File: src/rtl/reset_seq_pkg.sv
// Shared types and sizing helpers for the reset sequencer and its watchdog.
package reset_seq_pkg;

  typedef enum logic [1:0] {
    HOLD    = 2'd0,
    RELEASE = 2'd1,
    RUN     = 2'd2
  } seq_state_t;

  typedef enum logic [1:0] {
    CAUSE_EXT = 2'b00,
    CAUSE_SW  = 2'b01,
    CAUSE_WDT = 2'b10
  } rst_cause_t;

  // Wide enough to count up to the longer of the hold and stagger intervals.
  function automatic int seq_cnt_width(input int hold_cycles, input int stagger_cycles);
    int longest;
    longest = (hold_cycles > stagger_cycles) ? hold_cycles : stagger_cycles;
    return $clog2(longest + 1);
  endfunction

endpackage

File: src/rtl/reset_wdt.sv
// Watchdog counter: counts while enabled, restarts on kick or clear,
// and flags expiry when the limit is reached without a kick.
module reset_wdt #(
  parameter int                   WDT_WIDTH = 16,
  parameter logic [WDT_WIDTH-1:0] WDT_LIMIT = {WDT_WIDTH{1'b1}}
) (
  input  logic clk,
  input  logic rst,
  input  logic en,
  input  logic kick,
  input  logic clr,
  output logic expire
);

  logic [WDT_WIDTH-1:0] cnt;

  // Kick beats expiry; clear and disable both pin the counter at zero.
  assign expire = en && !kick && !clr && (cnt == WDT_LIMIT);

  always_ff @(posedge clk or posedge rst) begin
    if (rst) begin
      cnt <= '0;
    end else if (clr || kick || !en || expire) begin
      cnt <= '0;
    end else begin
      cnt <= cnt + 1'b1;
    end
  end

endmodule

File: src/rtl/reset_sequencer.sv
// Staggered reset release for NUM_DOMAINS domains, with software and
// watchdog re-entry into the sequence and a sticky last-reset cause.
module reset_sequencer
  import reset_seq_pkg::*;
#(
  parameter int                   NUM_DOMAINS    = 3,
  parameter int                   HOLD_CYCLES    = 8,
  parameter int                   STAGGER_CYCLES = 4,
  parameter int                   WDT_WIDTH      = 16,
  parameter logic [WDT_WIDTH-1:0] WDT_LIMIT      = {WDT_WIDTH{1'b1}}
) (
  input  logic                   CLK,
  input  logic                   RST_IN,
  input  logic                   SW_RST_REQ,
  input  logic                   WDT_EN,
  input  logic                   WDT_KICK,
  output logic [NUM_DOMAINS-1:0] RST_OUT,
  output logic                   READY,
  output logic [1:0]             CAUSE
);

  localparam int CW = seq_cnt_width(HOLD_CYCLES, STAGGER_CYCLES);
  localparam int IW = $clog2(NUM_DOMAINS + 1);

  localparam logic [CW-1:0] HOLD_LAST    = CW'(HOLD_CYCLES - 1);
  localparam logic [CW-1:0] STAGGER_LAST = CW'(STAGGER_CYCLES - 1);
  localparam logic [IW-1:0] ALL_RELEASED = IW'(NUM_DOMAINS);

  seq_state_t    state;
  logic [CW-1:0] seq_cnt;
  logic [IW-1:0] released;
  logic          wdt_clr;
  logic          wdt_expire;
  logic          wdt_event;

  // A software request also clears the watchdog so it restarts from zero.
  assign wdt_clr   = (state != RUN) || SW_RST_REQ;
  assign wdt_event = (state == RUN) && wdt_expire;

  reset_wdt #(
    .WDT_WIDTH (WDT_WIDTH),
    .WDT_LIMIT (WDT_LIMIT)
  ) u_wdt (
    .clk    (CLK),
    .rst    (RST_IN),
    .en     (WDT_EN),
    .kick   (WDT_KICK),
    .clr    (wdt_clr),
    .expire (wdt_expire)
  );

  // RST_OUT shifts in zeros from bit 0, so it stays a thermometer code.
  always_ff @(posedge CLK or posedge RST_IN) begin
    if (RST_IN) begin
      state    <= HOLD;
      seq_cnt  <= '0;
      released <= '0;
      RST_OUT  <= '1;
      READY    <= 1'b0;
      CAUSE    <= CAUSE_EXT;
    end else if (SW_RST_REQ || wdt_event) begin
      state    <= HOLD;
      seq_cnt  <= '0;
      released <= '0;
      RST_OUT  <= '1;
      READY    <= 1'b0;
      CAUSE    <= SW_RST_REQ ? CAUSE_SW : CAUSE_WDT;
    end else begin
      case (state)
        HOLD: begin
          if (seq_cnt == HOLD_LAST) begin
            RST_OUT  <= RST_OUT << 1;
            released <= IW'(1);
            seq_cnt  <= '0;
            state    <= RELEASE;
          end else begin
            seq_cnt <= seq_cnt + 1'b1;
          end
        end
        RELEASE: begin
          if (released == ALL_RELEASED) begin
            READY   <= 1'b1;
            seq_cnt <= '0;
            state   <= RUN;
          end else if (seq_cnt == STAGGER_LAST) begin
            RST_OUT  <= RST_OUT << 1;
            released <= released + 1'b1;
            seq_cnt  <= '0;
          end else begin
            seq_cnt <= seq_cnt + 1'b1;
          end
        end
        RUN: begin
          seq_cnt <= '0;
        end
        default: begin
          state <= HOLD;
        end
      endcase
    end
  end

endmodule

File: config.mk
export PLATFORM = sky130hd
export DESIGN_NAME = reset_sequencer
export DESIGN_NICKNAME = d
export VERILOG_FILES = /design/src/rtl/reset_seq_pkg.sv /design/src/rtl/reset_wdt.sv /design/src/rtl/reset_sequencer.sv
export SDC_FILE = /design/constraint.sdc
export NUM_CORES = 1
export LEC_CHECK = 0
export ABC_AREA = 0
export BUFFER_PORTS_ARGS = -buffer_cell sky130_fd_sc_hd__buf_2
export CORE_ASPECT_RATIO = 0.5
export CORE_MARGIN = 2
export CORE_UTILIZATION = 55
export CTS_CLUSTER_SIZE = 24
export DETAILED_ROUTE_END_ITERATION = 6
export PLACE_DENSITY_LB_ADDON = 0.05
export SLEW_MARGIN = 20
export SYNTH_ARGS = -nofsm -noshare
export SYNTH_HDL_FRONTEND = slang
export SYNTH_SLANG_ARGS = --single-unit
File: constraint.sdc
create_clock -name CLK -period 4.61 [get_ports CLK]
set_clock_uncertainty 0.15 [all_clocks]
set_input_delay 0.922 -clock CLK [delete_from_list [all_inputs] [get_ports CLK]]
set_output_delay 0.922 -clock CLK [all_outputs]
set_load 0.05 [all_outputs]
Word-level counts from Yosys, hierarchy flattened

Cells that the tools add are included.

$add $sub $neg: 3
Reduce and logical (&&, ||, !) cells: 20
Equal/unequal tests: 12
Muxes and demuxes: 23

Operators with widths:

| kind                                           | count |
|---|---|
| adder 16 x 1 -> 16 bit (second input constant) | 1 |
| == test 16 bit (second input constant)         | 1 |
| 2-to-1 mux 16 bit                              | 1 |
| 2-to-1 mux 4 bit                               | 4 |
| 2-to-1 mux 2 bit                               | 7 |
| 2-to-1 mux 3 bit                               | 4 |
| inequality test 3 bit (second input constant)  | 4 |
| one-hot mux 4 bit (3 select lines)             | 1 |
| one-hot mux 2 bit (3 select lines)             | 1 |
| one-hot mux 3 bit (2 select lines)             | 1 |
| logical OR 1 bit                               | 5 |
| adder 4 x 1 -> 4 bit (second input constant)   | 1 |
| == test 2 bit (second input constant)          | 2 |
| == test 4 x 2 -> 1 bit (second input constant) | 1 |
| == test 4 x 3 -> 1 bit (second input constant) | 1 |
| logical AND 1 bit                              | 4 |
| one-hot mux 2 bit (2 select lines)             | 1 |
| AND reduction 4 bit                            | 1 |
| nonzero test 2 bit                             | 2 |
| nonzero test 4 bit                             | 1 |
| zero test 1 bit                                | 3 |
| 2-to-1 mux 1 bit                               | 3 |
| AND reduction 3 bit                            | 1 |
| nonzero test 3 bit                             | 1 |
| 6 further kinds                                | 6 |

Register bits after elaboration: 30
Word-level logic and storage cells: 65
Input bits: 5

Depth between registers and ports, before layout

Gate-level depths: netlist of run 1.

Depth in word-level cells: 9
Depth in mapped cells: 7

By module

From an unflattened synthesis of run 1, not the netlist that was laid out.

Cells, all modules: 159
Area, all modules: 1574.0 µm²

By module, submodules not included:

| module          | instances | area an instance (µm²) | cells an instance | sequential area each (µm²) |
|---|---|---|---|---|
| reset_wdt       | 1         | 803.3                  | 81                | 400.4 |
| reset_sequencer | 1         | 770.7                  | 78                | 354.1 |

Worst setup path after synthesis of run 1

Ideal clock, no wire load.

Kind: input port to flip-flop
Start: in WDT_KICK
End: reg seq_cnt[3]
Arrival time: 1.889 ns
Stages: 5
Slack: 2.448 ns
Required time: 4.336 ns
Setup time: 0.124 ns
Cell sequence: nand4bb_1 nor2_1 a211o_1 nor4_1 a211o_1

Longest elaborated chain between the ends: 7
Elaborated cells between the ends (all ways): 8

RTL lines:

| what                                                                    | line                  | RTL |
|---|---|---|
| start, declared                                                         | reset_sequencer.sv:16 | `input logic WDT_KICK,` |
| zero test 1 bit *                                                       | reset_wdt.sv:18       | `assign expire = en && !kick && !clr && (cnt == WDT_LIMIT);` |
| logical AND 1 bit * (3 in series)                                       | reset_wdt.sv:18       |  |
| logical AND 1 bit *                                                     | reset_sequencer.sv:38 | `assign wdt_event = (state == RUN) && wdt_expire;` |
| logical OR 1 bit *                                                      | reset_sequencer.sv:61 | `end else if (SW_RST_REQ \|\| wdt_event) begin` |
| nonzero test 4 bit (no source line) or 2-to-1 mux 4 bit (tied branches) | n/a                   |  |
| end signal, assigned                                                    | reset_sequencer.sv:77 | `seq_cnt <= seq_cnt + 1'b1;` |
| end signal, assigned                                                    | reset_sequencer.sv:90 | `seq_cnt <= seq_cnt + 1'b1;` |
| end, declared                                                           | reset_sequencer.sv:30 | `logic [CW-1:0] seq_cnt;` |

Every way passes the cells marked *; elsewhere a longest branch is shown, timed or not.
A chain may end at the register's enable or synchronous reset.

Final worst setup path of run 1

Start: in SW_RST_REQ
End: reg seq_cnt[3]

Longest elaborated chain between the ends: 7
Elaborated cells between the ends (all ways): 8

RTL lines:

| what                                                                    | line                  | RTL |
|---|---|---|
| start, declared                                                         | reset_sequencer.sv:14 | `input logic SW_RST_REQ,` |
| logical OR 1 bit                                                        | reset_sequencer.sv:37 | `assign wdt_clr = (state != RUN) \|\| SW_RST_REQ;` |
| zero test 1 bit                                                         | reset_wdt.sv:18       |  |
| logical AND 1 bit (2 in series)                                         | reset_wdt.sv:18       |  |
| logical AND 1 bit                                                       | reset_sequencer.sv:38 |  |
| logical OR 1 bit *                                                      | reset_sequencer.sv:61 |  |
| nonzero test 4 bit (no source line) or 2-to-1 mux 4 bit (tied branches) | n/a                   |  |

Marked as above.

==> impl_metrics.env, run 1 <==
export IMPL_maxSlewHeadroom_pct=59.1
export IMPL_hold_viol_final=0
export IMPL_firstDrtPassIters=4
export IMPL_vias=1130
export IMPL_cts_setup_buffers=0
export IMPL_setup_slack_ns=2.45
export IMPL_min_period_ns=2.16
export IMPL_nets=184
export IMPL_max_clock_freq_mhz=463
export IMPL_dp_slack_ns=2.16
export IMPL_critPathLaunchType="input pin"
export IMPL_cts_root_buf="clkbuf_8"
export IMPL_synth_seq_cells=30
export IMPL_antenna_cells=0
export IMPL_wl_um=2740
export IMPL_antenna_found_initial=0
export IMPL_grt_usage_pct=19.2
export IMPL_num_io_pins=11
export IMPL_grt_setup_unrepaired="no"
export IMPL_yosysWarnings=0
export IMPL_crit_path_cell_trace="buf_2, nor4_2, o21bai_1, nor4_1, a211o_1"
export IMPL_power_w=0.000549
export IMPL_insertion_delay_ns=0.28
export IMPL_syn_nets=168
export IMPL_syn_area_sq_um=1570
export IMPL_leakage_nw=0.795
export IMPL_routedWlPerCell_um=13.0
export IMPL_hold_slack_ns=0.355
export IMPL_die_h_um=41.7
export IMPL_multi_input_comb_area_sq_um=781
export IMPL_drc_errors=0
export IMPL_clockBufferDepth=2
export IMPL_ir_worst_vdd_mv=0.186
export IMPL_cp_required_ns=4.62
export IMPL_tightest_slew_ns=0.613
export IMPL_end_kind="register"
export IMPL_worst_path_buf_inv=1
export IMPL_critPathSlowestCell="nor4_2"
export IMPL_synth_edf_count=0
export IMPL_grt_start_max_net_pins=31
export IMPL_die_w_um=79.5
export IMPL_async_reset_ff_share_pct=100
export IMPL_drt_antenna_violating_nets=0
export IMPL_numCtsBuffers=5
export IMPL_drt_initial_drc_count=35
export IMPL_cp_top_family="simple AND/OR/NAND/NOR gates"
export IMPL_grt_pass1_vias=1093
export IMPL_hpwl_um=1950
export IMPL_clkTransAtPathRegs_ns=0.07
export IMPL_utilization_pct=66.6
export IMPL_synth_flop_cell="dfrtp_1"
export IMPL_setup_viol=0
export IMPL_max_cap_violations=0
export IMPL_core_area_sq_um=2650
export IMPL_seq_area_sq_um=754
export IMPL_slew_viol_final=0
export IMPL_crit_fanout=7
export IMPL_critical_path_arrival_ns=2.18
export IMPL_yosysUniqueCellTypes=39
export IMPL_avgViaCountPerCell=5.38
export IMPL_drive_gt1_share_pct=16.2
export IMPL_grt_overflow_total=0
export IMPL_synth_cells=156
export IMPL_crit_type="in2reg"
export IMPL_status="finished clean"
export IMPL_fin_setup_tns_ns=0
export IMPL_cts_tree="yes"
export IMPL_row_count=13
export IMPL_hp_class="reg2reg"
export IMPL_cpPeakStageDelay_ns=0.56
export IMPL_io_buffer_count=10
export IMPL_p_per_area_nw_per_um2=311
export IMPL_cts_hold_buffers=0
export IMPL_numClockSinks=30
export IMPL_min_period_over_period_pct=46.9
export IMPL_cts_repair_resized=0
export IMPL_initial_core_util_pct=59.1
export IMPL_yosysSeqAreaShare_pct=48.2
export IMPL_gp_congestion=0.799
export IMPL_ctsHtreeMaxLevel=2
export IMPL_syn2layout_area_growth_pct=12.8
export IMPL_syn_area_per_cell_sq_um=10.0
export IMPL_die_area_sq_um=3320
export IMPL_grt_pass1_wl_um=4840
export IMPL_num_fill_cells=224
==> placed cells by master, fill, tap and decap left out, types with 2 or more instances in the layout <==
cell      Yosys  layout
a211o_1       3       3
a21o_1        2       2
a21oi_1       7       7
buf_2         1      10
clkbuf_8      0       5
clkinv_2      0       2
dfrtp_1      27      27
dfstp_2       3       3
ha_1          7       7
inv_1         6       5
mux2i_1       3       3
nand2_1      16      16
nand2b_1      4       4
nand3_1      10      10
nand4_2       2       2
nor2_1       24      24
nor3_1        2       2
o21a_1        2       2
o21ai_0       3       3
o21bai_1      2       2
o31ai_1       2       2
xnor2_1       5       5
xor2_1        7       7
==> cell usage after synthesis, drive strengths merged, types with 4 or more instances <==
cell / count / area share [%]
nor2: 24 / 5.8
nand2b: 4 / 1.6
xnor2: 5 / 2.8
xor2: 7 / 3.9
inv: 6 / 1.4
ha: 7 / 5.6
nand2: 16 / 3.8
nand3: 10 / 3.2
a21oi: 7 / 2.2
dfrtp: 27 / 43
==> final cells by class <==
class                   count  area share [%]
inverters                   7            1.49
clock buffers               5            3.90
well taps                  37            2.62
clock inverters             3            2.27
multi-input cells         118            44.2
flip-flops and latches     30            42.7
repair buffers             10            2.83
==> where the power goes <==
| part | internal (W) | switching (W) | total (W) |
|---|---|---|---|
| clock | 0.000159 | 0.000101 | 0.000260 |
| combinational | 0.00000695 | 0.0000128 | 0.0000197 |
| sequential | 0.000266 | 0.00000362 | 0.000270 |
==> metrics by stage <==
step	instance area (sq um)	instances
3_5_place_dp	1660	202
4_1_cts	1770	210
5_1_grt	1770	210
2_1_floorplan	1570	156
6_report	1770	210
3_3_place_gp	1660	202
==> flip-flops by register name, indices dropped and copies added (netlist names) <==
register and cells:
CAUSE 2, READY 1, RST_OUT 3, released 2, seq_cnt 4, state 2, u_wdt.cnt 16
==> path summary, 6_finish.rpt <==
| check | from | to | slack, ns | depth (start not counted) |
|---|---|---|---|---|
| min reg2reg | CAUSE[0]$_DFFE_PP0P_ | CAUSE[0]$_DFFE_PP0P_ | 0.35 | 1 |
| max reg2reg | u_wdt.cnt[0]$_DFF_PP0_ | u_wdt.cnt[2]$_DFF_PP0_ | 2.46 | 5 |
| max in group asynchronous | RST_IN | CAUSE[1]$_DFFE_PP0P_ | 3.35 | 2 |
| min in group asynchronous | RST_IN | u_wdt.cnt[15]$_DFF_PP0_ | 0.57 | 2 |
| max | SW_RST_REQ | seq_cnt[3]$_DFFE_PP0P_ | 2.45 | 5 |
| min | CAUSE[0]$_DFFE_PP0P_ | CAUSE[0]$_DFFE_PP0P_ | 0.35 | 1 |
==> cells by family after synthesis <==
group | count (synthesis) | share of synthesized area, %
simple gates | 72 | 25.2
flops | 30 | 48.2
compound gates | 24 | 10.4
xor+xnor | 12 | 6.71
buf+inv | 8 | 2.00
fa+ha+maj | 7 | 5.59
mux | 3 | 1.92
==> layer usage <==
layer	part of all wire, %	wire length, um	global-route usage, %
met1	50	1370	25.5
met2	46	1250	30.1
met3	3.1	85	6.52
met4	1.1	31	5.17
met5	0	0	0
No activity file was read; power rests on OpenSTA's default activity.
==> run 2, diff against run 1 <==
Settings changed: CORE_UTILIZATION 55 to 53.
Clock period 4.61 ns to 1.7 ns, I/O delays scaled along.
==> run 2 against run 1 <==
The flow now finishes with violations (negative setup slack). Sequential cell count unchanged. Sequential power rose to 2.7 times the previous value. Routed wire length grew 38%. Clock power increased to 2.7 times the previous value. Setup slack got worse by 2.6 ns. Core utilization up 18 points. Sequential share of layout area down 9.8 points. Critical path depth up 1. Total power rose to 2.8 times the previous value. Hold slack got worse by 0.13 ns. Combinational power grew to 4.9 times the previous value. Global-route usage up 3.2 points. Critical endpoint unchanged. Largest power group unchanged.
==> impl_metrics.env, run 2 (same netlist as run 1, synthesis figures left out) <==
export IMPL_status="finished with violations"
export IMPL_violations="negative setup slack"
export IMPL_hold_viol_final=0
export IMPL_io_buffer_count=10
export IMPL_critical_path_arrival_ns=1.95
export IMPL_dpl_cell_area_sq_um=1990
export IMPL_p_per_area_nw_per_um2=662
export IMPL_grt_usage_pct=22.4
export IMPL_max_clock_freq_mhz=534
export IMPL_clkTransAtPathRegs_ns=0.07
export IMPL_min_period_ns=1.87
export IMPL_drc_errors=0
export IMPL_routed_wl_met3_um=114
export IMPL_grt_setup_unrepaired="yes"
export IMPL_grt_overflow_total=0
export IMPL_wl_um=3790
export IMPL_power_share_clock_pct=45.8
export IMPL_hpwl_um=2440
export IMPL_grt_pass1_wl_um=5750
export IMPL_cp_required_ns=1.78
export IMPL_setup_viol=20
export IMPL_firstDrtPassIters=6
export IMPL_insertion_delay_ns=0.29
export IMPL_dp_slack_ns=-0.143
export IMPL_hold_depth=2
export IMPL_internal_power_w=0.00118
export IMPL_r2r_start="released[0]$_DFFE_PP0P_"
export IMPL_avgViaCountPerCell=5.45
export IMPL_cts_tree="yes"
export IMPL_final_common_cell="buf_4"
export IMPL_critPathLaunchType="register"
export IMPL_rrSetupSlack_ns=-0.17
export IMPL_leakage_nw=1.06
export IMPL_vias=1379
export IMPL_layout_common_cells="40 x buf_4, 26 x dfrtp_1, 22 x nor2_1, 13 x nand2_1, 10 x buf_2"
export IMPL_grt_pass1_vias=1345
export IMPL_p_seq_share_pct=47.9
export IMPL_cts_root_buf="clkbuf_8"
export IMPL_hp_class="in2reg"
export IMPL_gp_congestion=0.761
export IMPL_min_period_over_period_pct=110
export IMPL_ctsHtreeMaxLevel=2
export IMPL_die_h_um=42.4
export IMPL_numClockSinks=30
export IMPL_p_comb_share_pct=6.3
export IMPL_num_io_pins=11
export IMPL_die_area_sq_um=3430
export IMPL_highest_layer="met4"
export IMPL_grt_start_max_net_pins=15
export IMPL_clockBufferDepth=2
export IMPL_drt_initial_drc_count=57
export IMPL_nets=227
export IMPL_max_cap_violations=0
export IMPL_utilization_pct=85.1
export IMPL_core_area_sq_um=2700
export IMPL_final_cell_area_sq_um=2300
export IMPL_ir_worst_vdd_mv=0.407
export IMPL_row_count=13
export IMPL_numCtsBuffers=5
export IMPL_end_kind="register"
export IMPL_maxSlewHeadroom_pct=73.9
export IMPL_crit_fanout=5
export IMPL_antenna_found_initial=0
export IMPL_wl_met2_um=1870
export IMPL_met1_length_um=1750
export IMPL_switching_share_pct=22.7
export IMPL_crit_type="reg2reg"
export IMPL_switchingPower_w=0.000346
export IMPL_routedWlPerCell_um=15.0
export IMPL_reg_largest_list="u_wdt.cnt x16, seq_cnt x4, RST_OUT x3"
export IMPL_tightest_slew_ns=0.391
export IMPL_die_w_um=80.9
export IMPL_syn2layout_area_growth_pct=46.7
export IMPL_worstRegToRegCells=6
export IMPL_initial_core_util_pct=58.0
export IMPL_drt_antenna_violating_nets=0
export IMPL_reg2reg_to="seq_cnt[3]$_DFFE_PP0P_"
export IMPL_antenna_cells=0
export IMPL_top_register="u_wdt.cnt"
export IMPL_crit_end="seq_cnt[3]$_DFFE_PP0P_"
export IMPL_drive_gt1_share_pct=46.8
export IMPL_slew_viol_final=0
export IMPL_setup_slack_ns=-0.171
export IMPL_critPathLaunch="released[0]$_DFFE_PP0P_"
export IMPL_num_fill_cells=147
export IMPL_largest_reg_flops=16
-- run 2: changes by cell type in the layout (fill, tap and decap cells not counted), moves of 3 or more --
cell      delta
ha_1         -6
buf_4       +40
clkbuf_8     +3
ha_2         +3
nand2_1      -3
a21oi_1      -3
ha_4         +3
-- run 2: critical path, cell delays in order (launching register included) --
cell and delay [ns]:
dfrtp_1 0.41, ha_2 0.20, nand2b_4 0.15, o21a_1 0.20, a211o_4 0.30, nor4_1 0.27
a211o_1 0.14
-- run 2: final cells by class --
cell class | count | area [sq um] | area share [%]
Multi-Input combinational cell | 118 | 975 | 42.4
Sequential cell | 30 | 756 | 32.9
Timing Repair Buffer | 53 | 383 | 16.7
Clock buffer | 8 | 110 | 4.79
Tap cell | 37 | 46.3 | 2.01
Inverter | 7 | 28.8 | 1.25
-- run 2: routing by layer --
| metal | vias to the layer above | track usage, % |
|---|---|---|
| met5 | - | 0 |
| li1 | 662 | - |
| met2 | 20 | 37.5 |
| met1 | 690 | 27.5 |
| met4 | 0 | 8.81 |
| met3 | 7 | 6.03 |
-- run 2: worst min-delay path by stage --
stage                                  end  startpoint  slack [ns]
floorplan             CAUSE[1]$_DFFE_PP0P_  SW_RST_REQ        0.26
global placement    u_wdt.cnt[9]$_DFF_PP0_      RST_IN        0.18
detailed placement  u_wdt.cnt[9]$_DFF_PP0_      RST_IN        0.19
CTS                   CAUSE[1]$_DFFE_PP0P_  SW_RST_REQ        0.18
global route          CAUSE[1]$_DFFE_PP0P_  SW_RST_REQ        0.24
finish                CAUSE[1]$_DFFE_PP0P_  SW_RST_REQ        0.22
-- run 2: stage by stage --
| stage | setup TNS [ns] | power, W | cells | hold slack, ns |
|---|---|---|---|---|
| after global routing | -3.40 | 0.00156 | 253 | 0.241 |
| after detailed placement | -1.60 | 0.000823 | 235 | 0.185 |
| after floorplan | -0.184 | 0.000784 | 156 | 0.256 |
| after CTS | -0.229 | 0.00151 | 246 | 0.179 |
| final | -1.38 | 0.00152 | 253 | 0.223 |
| after global placement | -1.22 | 0.000820 | 235 | 0.179 |
-- run 2: what timing repair did --
action	CTS	global route
hold endpoints to repair	9	0
pin swaps	6	19
buffers inserted	2	7
setup endpoints to repair	27	15
resized for setup	12	19
hold buffers	1	0
-- run 2: power groups by stage --
stage / registers (W) / logic, W / clock network, W
floorplan: 0.000743 / 0.0000408 / 0
global placement: 0.000741 / 0.0000784 / 0
detailed placement: 0.000742 / 0.0000817 / 0
CTS: 0.000729 / 0.0000868 / 0.000694
global route: 0.000731 / 0.000107 / 0.000719
finish: 0.000729 / 0.0000962 / 0.000697
